--- src/rtl/ah_pkt_conv_pkg.sv ---
// Shared helpers for the narrow-to-wide packet gearbox: parameter checks and
// counter widths derived from the data widths and credit counts.
package ah_pkt_conv_pkg;

    function automatic bit width_ok(input int in_w, input int out_w);
        return (in_w >= 1) && (in_w <= out_w);
    endfunction

    // cnt spans 0..OUT_W+IN_W inclusive.
    function automatic int cnt_width(input int in_w, input int out_w);
        return $clog2(in_w + out_w + 1);
    endfunction

    // ocred spans 0..credits inclusive.
    function automatic int cred_width(input int credits);
        return $clog2(credits + 1);
    endfunction

    localparam int DEF_IN_W   = 20;
    localparam int DEF_OUT_W  = 32;
    localparam int DEF_CNT_W  = cnt_width(DEF_IN_W, DEF_OUT_W);
    localparam int DEF_CRED_W = cred_width(4);

endpackage

--- src/rtl/ah_credit_fifo.sv ---
// Flop-based FIFO backing the input credits; pushes while full are dropped
// and flagged on overflow for that cycle.
module ah_credit_fifo #(
    parameter int WIDTH = 21,
    parameter int DEPTH = 4
) (
    input  logic             clk,
    input  logic             rstn,
    input  logic             push,
    input  logic [WIDTH-1:0] din,
    input  logic             pop,
    output logic [WIDTH-1:0] dout,
    output logic             full,
    output logic             empty,
    output logic             overflow
);
    localparam int PTR_W = (DEPTH > 1) ? $clog2(DEPTH) : 1;
    localparam int CNT_W = $clog2(DEPTH + 1);

    logic [WIDTH-1:0] mem [DEPTH];
    logic [PTR_W-1:0] wr_ptr, rd_ptr;
    logic [CNT_W-1:0] count;
    logic             do_push, do_pop;

    assign full     = (count == CNT_W'(DEPTH));
    assign empty    = (count == '0);
    assign overflow = push && full;
    assign do_push  = push && !full;
    assign do_pop   = pop && !empty;
    assign dout     = mem[rd_ptr];

    always_ff @(posedge clk or negedge rstn) begin
        if (!rstn) begin
            wr_ptr <= '0;
            rd_ptr <= '0;
            count  <= '0;
        end else begin
            if (do_push)
                wr_ptr <= (wr_ptr == PTR_W'(DEPTH - 1)) ? '0 : wr_ptr + 1'b1;
            if (do_pop)
                rd_ptr <= (rd_ptr == PTR_W'(DEPTH - 1)) ? '0 : rd_ptr + 1'b1;
            case ({do_push, do_pop})
                2'b10:   count <= count + 1'b1;
                2'b01:   count <= count - 1'b1;
                default: count <= count;
            endcase
        end
    end

    // Storage needs no reset: the pointers alone define what is valid.
    always_ff @(posedge clk) begin
        if (do_push)
            mem[wr_ptr] <= din;
    end

endmodule

--- src/rtl/ah_packet_converter_n2w.sv ---
// Narrow-to-wide packet gearbox: IN_W-bit beats packed LSB-first into OUT_W-bit
// words; each packet closes with a zero-padded word carrying rlast.
//
// Flow control: the write side is credit based -- upstream starts with
// IN_CREDITS credits, spends one per wvalid beat and regains one per wcredit
// pulse. The read side mirrors it: a word goes out (rvalid) only while this
// block holds an output credit, and downstream returns credits via rcredit.
// Neither side can stall a transfer once it is presented.
module ah_packet_converter_n2w
    import ah_pkt_conv_pkg::*;
#(
    parameter int IN_W        = 20,
    parameter int OUT_W       = 32,
    parameter int IN_CREDITS  = 4,
    parameter int OUT_CREDITS = 4
) (
    input  logic             clk,
    input  logic             rstn,
    input  logic [IN_W-1:0]  wdata,
    input  logic             wlast,
    input  logic             wvalid,
    output logic             wcredit,
    output logic [OUT_W-1:0] rdata,
    output logic             rlast,
    output logic             rvalid,
    input  logic             rcredit,
    output logic             err
);
    localparam int BUF_W  = OUT_W + IN_W;
    localparam int CNT_W  = cnt_width(IN_W, OUT_W);
    localparam int CW1    = CNT_W + 1;
    localparam int CRED_W = cred_width(OUT_CREDITS);

    if (!width_ok(IN_W, OUT_W)) begin : g_bad_width
        $error("ah_packet_converter_n2w: need 1 <= IN_W <= OUT_W");
    end
    if (IN_CREDITS < 2) begin : g_bad_in_credits
        $error("ah_packet_converter_n2w: IN_CREDITS must be >= 2");
    end
    if (OUT_CREDITS < 1) begin : g_bad_out_credits
        $error("ah_packet_converter_n2w: OUT_CREDITS must be >= 1");
    end

    logic [BUF_W-1:0]  buf_q, buf_d;
    logic [CNT_W-1:0]  cnt, cnt_d, emitted, post_cnt;
    logic              flush_pend, flush_d;
    logic [CRED_W-1:0] ocred, ocred_d;
    logic              err_d, emit, absorb, cred_ovf;
    logic [CW1-1:0]    room_need;
    logic [IN_W:0]     fifo_dout;
    logic              fifo_full, fifo_empty, fifo_ovf;

    ah_credit_fifo #(
        .WIDTH (IN_W + 1),
        .DEPTH (IN_CREDITS)
    ) u_fifo (
        .clk      (clk),
        .rstn     (rstn),
        .push     (wvalid),
        .din      ({wlast, wdata}),
        .pop      (absorb),
        .dout     (fifo_dout),
        .full     (fifo_full),
        .empty    (fifo_empty),
        .overflow (fifo_ovf)
    );

    // Everything driving the outputs comes from registers, so no input
    // reaches rvalid/rdata/rlast/wcredit combinationally.
    always_comb begin
        emit      = (ocred != '0) &&
                    ((cnt >= CNT_W'(OUT_W)) || (flush_pend && (cnt != '0)));
        emitted   = emit ? ((cnt >= CNT_W'(OUT_W)) ? CNT_W'(OUT_W) : cnt) : '0;
        post_cnt  = cnt - emitted;
        room_need = {1'b0, post_cnt} + CW1'(IN_W);
        absorb    = !fifo_empty && !flush_pend && (room_need <= CW1'(BUF_W));

        rvalid  = emit;
        rlast   = emit && flush_pend && (cnt <= CNT_W'(OUT_W));
        wcredit = absorb;
        rdata   = '0;
        for (int i = 0; i < OUT_W; i++)
            rdata[i] = emit && buf_q[i] && (CNT_W'(i) < cnt);

        buf_d = emit ? (buf_q >> OUT_W) : buf_q;
        if (absorb)
            buf_d = buf_d | (BUF_W'(fifo_dout[IN_W-1:0]) << post_cnt);
        cnt_d = post_cnt + (absorb ? CNT_W'(IN_W) : '0);

        // rlast implies flush_pend, which blocks absorb, so the two never collide.
        flush_d = flush_pend;
        if (rlast)
            flush_d = 1'b0;
        if (absorb && fifo_dout[IN_W])
            flush_d = 1'b1;

        cred_ovf = rcredit && (ocred == CRED_W'(OUT_CREDITS)) && !emit;
        ocred_d  = ocred + CRED_W'(rcredit && !cred_ovf) - CRED_W'(emit);
        err_d    = err || fifo_ovf || cred_ovf;
    end

    always_ff @(posedge clk or negedge rstn) begin
        if (!rstn) begin
            buf_q      <= '0;
            cnt        <= '0;
            flush_pend <= 1'b0;
            ocred      <= CRED_W'(OUT_CREDITS);
            err        <= 1'b0;
        end else begin
            buf_q      <= buf_d;
            cnt        <= cnt_d;
            flush_pend <= flush_d;
            ocred      <= ocred_d;
            err        <= err_d;
        end
    end

endmodule

--- config.mk ---
export PLATFORM = sky130hd
export DESIGN_NAME = ah_packet_converter_n2w
export DESIGN_NICKNAME = d
export VERILOG_FILES = /design/src/rtl/ah_pkt_conv_pkg.sv /design/src/rtl/ah_credit_fifo.sv /design/src/rtl/ah_packet_converter_n2w.sv
export SDC_FILE = /design/constraint.sdc
export NUM_CORES = 1
export LEC_CHECK = 0
export CAP_MARGIN = 20
export CORE_ASPECT_RATIO = 0.7
export CORE_MARGIN = 2
export CORE_UTILIZATION = 35
export DETAILED_ROUTE_END_ITERATION = 7
export GPL_ROUTABILITY_DRIVEN = 0
export GPL_TIMING_DRIVEN = 0
export MAX_ROUTING_LAYER = met4
export SLEW_MARGIN = 20
export SYNTH_ARGS = -nofsm -noshare
export SYNTH_HDL_FRONTEND = slang
export SYNTH_SLANG_ARGS = --single-unit
--- constraint.sdc ---
create_clock -name clk -period 6.2 [get_ports clk]
set_input_delay 0.93 -clock clk [delete_from_list [all_inputs] [get_ports clk]]
set_output_delay 0.93 -clock clk [all_outputs]
set_load 0.02 [all_outputs]
==> results.md <==
- First-pass GRT wire length: 40.63 mm
- Die W: 193.3 um
- Post-synth EDFFs: 84
- Via count: 6,943
- HP Class: in2async
- Setup Fix Bufs, Post-CTS: 0
- Pre-CTS setup slack: -340.1 ps
- Post-synth top area share: 28.72%
- Total CTS buffers: 17
- Final Hold Vio Count: 0
- Final WL: 26.56 mm
- First DRT Iteration DRCs: 813
- Yosys reg bits: 154
- Post-DP HPWL: 19.96 mm
- Drt first pass iters: 6
- Synthesized Nets: 811
- Critical R2R Launch: ocred[2]
- Pin slew with the least headroom to its limit: 1132 ps
- Layout cells sized above 1: 14.50%
- Initial antenna violation count: 0
- Run status: completed
- Netlist Area Pre-Place: 0.008782 mm^2
- Die area: 0.02640 mm^2
- Largest net degree at the start of global routing: 56
- Tmin final: 5897 ps
- Slowest-stage cell, CP: dfstp_2
- Residual DRC: 0
- Crit path arrival time: 4970 ps
- Io pins: 61
- CP Max Fanout: 19
- Worst path max stage delay: 560 ps
- CTS max path bufs: 2
- DR WL/cell: 22.51 um
- Post-DRT Antenna Nets: 0
- Clk sinks: 154
- Nets: 889
- FP Rows: 48
- Normalized max-slew margin: 23.50%
- Core area: 0.02462 mm^2
- Post-synthesis cell type count: 75
- Register area share after synthesis: 48.68%
- Cell Chain, Critical Path: nor3_2 -> or2_2 -> nor2_2 -> nand2_1 -> ha_1 -> nor2b_1 -> o21a_1 -> o21a_1 -> nor2_1 -> inv_1 -> buf_4 -> ha_1 -> o22ai_2 -> a31oi_1 -> o21ai_2 -> nand4_4 -> inv_1 -> dlygate4sd2_1
- # fillers: 2,330
- Starting Density: 35.67%
- YS warnings: 0
- Cts hold-fix bufs: 0
- Root Buffer: clkbuf_16
- Critical Path End Type: output pin
- Ranking of synthesized cells by area: edfxtp_1 29%, dfrtp_1 20%, mux4_2 6.9%, mux2i_1 4.0%, nor2_1 3.6%
- Slew Viols, Final: 0
- Global Route Usage Sum: 21.17%
- Die H: 136.5 um
- Worst setup margin: 302.5 ps
- Most instantiated cells after synthesis: 84 x edfxtp_1, 84 x nor2_1, 76 x nand2_1
- Grt ovf: 0
- Worst Skew: 13.70 ps
- Top_reg_cell synth: edfxtp_1
- FFs w/ async S/R, synth: 45.45%
- Reg clk slew, reported paths: 70 ps
- Post-synthesis area per instance: 11.48 um^2
- Antenna cells: 0
- DR vias/cell: 5.884
- Worst EP required: 5270 ps
- Port Buf Inserts: 60
- Clock H-tree levels: 4
- Max Cap Violations: 0
- TritonCTS clock tree: built
- Area grow syn2layout: 18.63%
- Syn Inst Count: 765
- Placed cell area: 0.009818 mm^2
- Fin util: 42.31%
- Final setup violation count: 0
- Unrepaired setup endpoints after global routing: false
- Dominant cell type by area after synthesis: edfxtp_1
- Worst Setup SP: ocred[2]
- Number of global-route vias before repair: 6,688
- Startpoint Class: flop
- Critical path class: reg2out
- Crit share post-route: 95.12%
- F_max: 0.1696 GHz
- Clk Latency, worst-skew pair: 440 ps
- Final Instance Area: 0.01042 mm^2
-- routing by layer --
layer | vias up | track usage (%) | wire length (um)
met2 | 368 | 27.44 | 10790
met4 | 0 | 6.234 | 388
met3 | 35 | 5.840 | 2756
met5 | - | - | 0
met1 | 3468 | 31.68 | 12630
li1 | 3072 | - | -
-- cell usage in the layout, fill, tap and decap left out, types with 5 or more instances in the layout --
| master | count |
|---|---|
| edfxtp_1 | 84 |
| nor2_1 | 83 |
| nand2_1 | 76 |
| dfrtp_1 | 69 |
| clkdlybuf4s50_1 | 58 |
| mux2i_1 | 35 |
| o21ai_0 | 32 |
| nor3_1 | 29 |
| mux4_2 | 27 |
| o22ai_1 | 24 |
| nand3_1 | 20 |
| clkbuf_1 | 19 |
| inv_1 | 18 |
| and3_1 | 18 |
| ha_1 | 18 |
| clkbuf_16 | 17 |
| mux2_2 | 14 |
| buf_2 | 13 |
| o21ai_1 | 12 |
| a21oi_1 | 12 |
| mux4_1 | 10 |
| or3_1 | 9 |
| a22oi_1 | 8 |
| o221ai_1 | 8 |
| clkinvlp_4 | 7 |
| and2_1 | 6 |
| buf_6 | 6 |
| xnor2_1 | 6 |
| o211ai_1 | 6 |
| a32oi_1 | 6 |
| o311a_1 | 6 |
| a21o_1 | 5 |
-- logic make-up (layout without fill, tap and decap cells) --
logic type / Yosys count / count (layout) / synth area share [%]
flops: 154 / 154 / 48.68
mux: 92 / 92 / 17.04
compound gates: 152 / 152 / 12.01
simple gates: 270 / 270 / 14.35
xor+xnor: 9 / 9 / 0.8976
buf+inv: 67 / 157 / 3.775
fa+ha+maj: 21 / 21 / 3.248
-- sequential cells by signal, summed over array words and instances, names as in the netlist --
name and cells:
ocred 3, flush_pend 1, u_fifo.mem 84, u_fifo.rd_ptr 2, buf_q 52, u_fifo.wr_ptr 2
u_fifo.count 3, cnt 6, err 1
-- area by class of cell --
type | instances | area (um^2) | area share [%]
clock buffers | 18 | 429.2 | 4.119
clock inverters | 13 | 147.6 | 1.417
repair buffers | 61 | 624.3 | 5.993
plain buffers | 45 | 255.2 | 2.450
inverters | 20 | 75.07 | 0.7206
well taps | 325 | 406.6 | 3.903
multi-input cells | 544 | 4205 | 40.36
flip-flops and latches | 154 | 4275 | 41.04
-- worst paths after layout --
path                                         to  slack, ps  depth (start not counted)
worst max-delay path                    wcredit        300                         18
worst max register to register  u_fifo.count[2]       1010                         23
min in group clk                      buf_q[48]        480                          2
worst min register to register        buf_q[48]        480                          2
max in group asynchronous             buf_q[48]       5270                          2
worst min-delay path                  buf_q[31]        360                          1
-- stage by stage --
stage	cells	hold WS [ps]	setup TNS [ps]
6_report	1180	356.2	0
3_5_place_dp	1151	460.0	-340.1
5_1_grt	1180	369.3	0
3_3_place_gp	1150	463.1	-336.8
4_1_cts	1180	358.6	0
2_1_floorplan	765	438.0	0
-- worst max-delay path, delay by kind of cell, from the launching register on --
family | cells | cell delay (ps)
compound gates | 5 | 1030
fa+ha+maj | 2 | 640
buf+inv | 4 | 910
flops | 1 | 560
simple gates | 7 | 1370
-- what timing repair did --
item / in CTS / in global routing
gates resized for setup: 9 / 3
hold endpoints to repair: 0 / 0
pin swaps: 1 / 0
endpoints found under the setup margin: 1 / 1
Power is left out: the tool's default activity adds up to more than one toggle a clock period on the data nets, which glitch-free logic cannot reach.
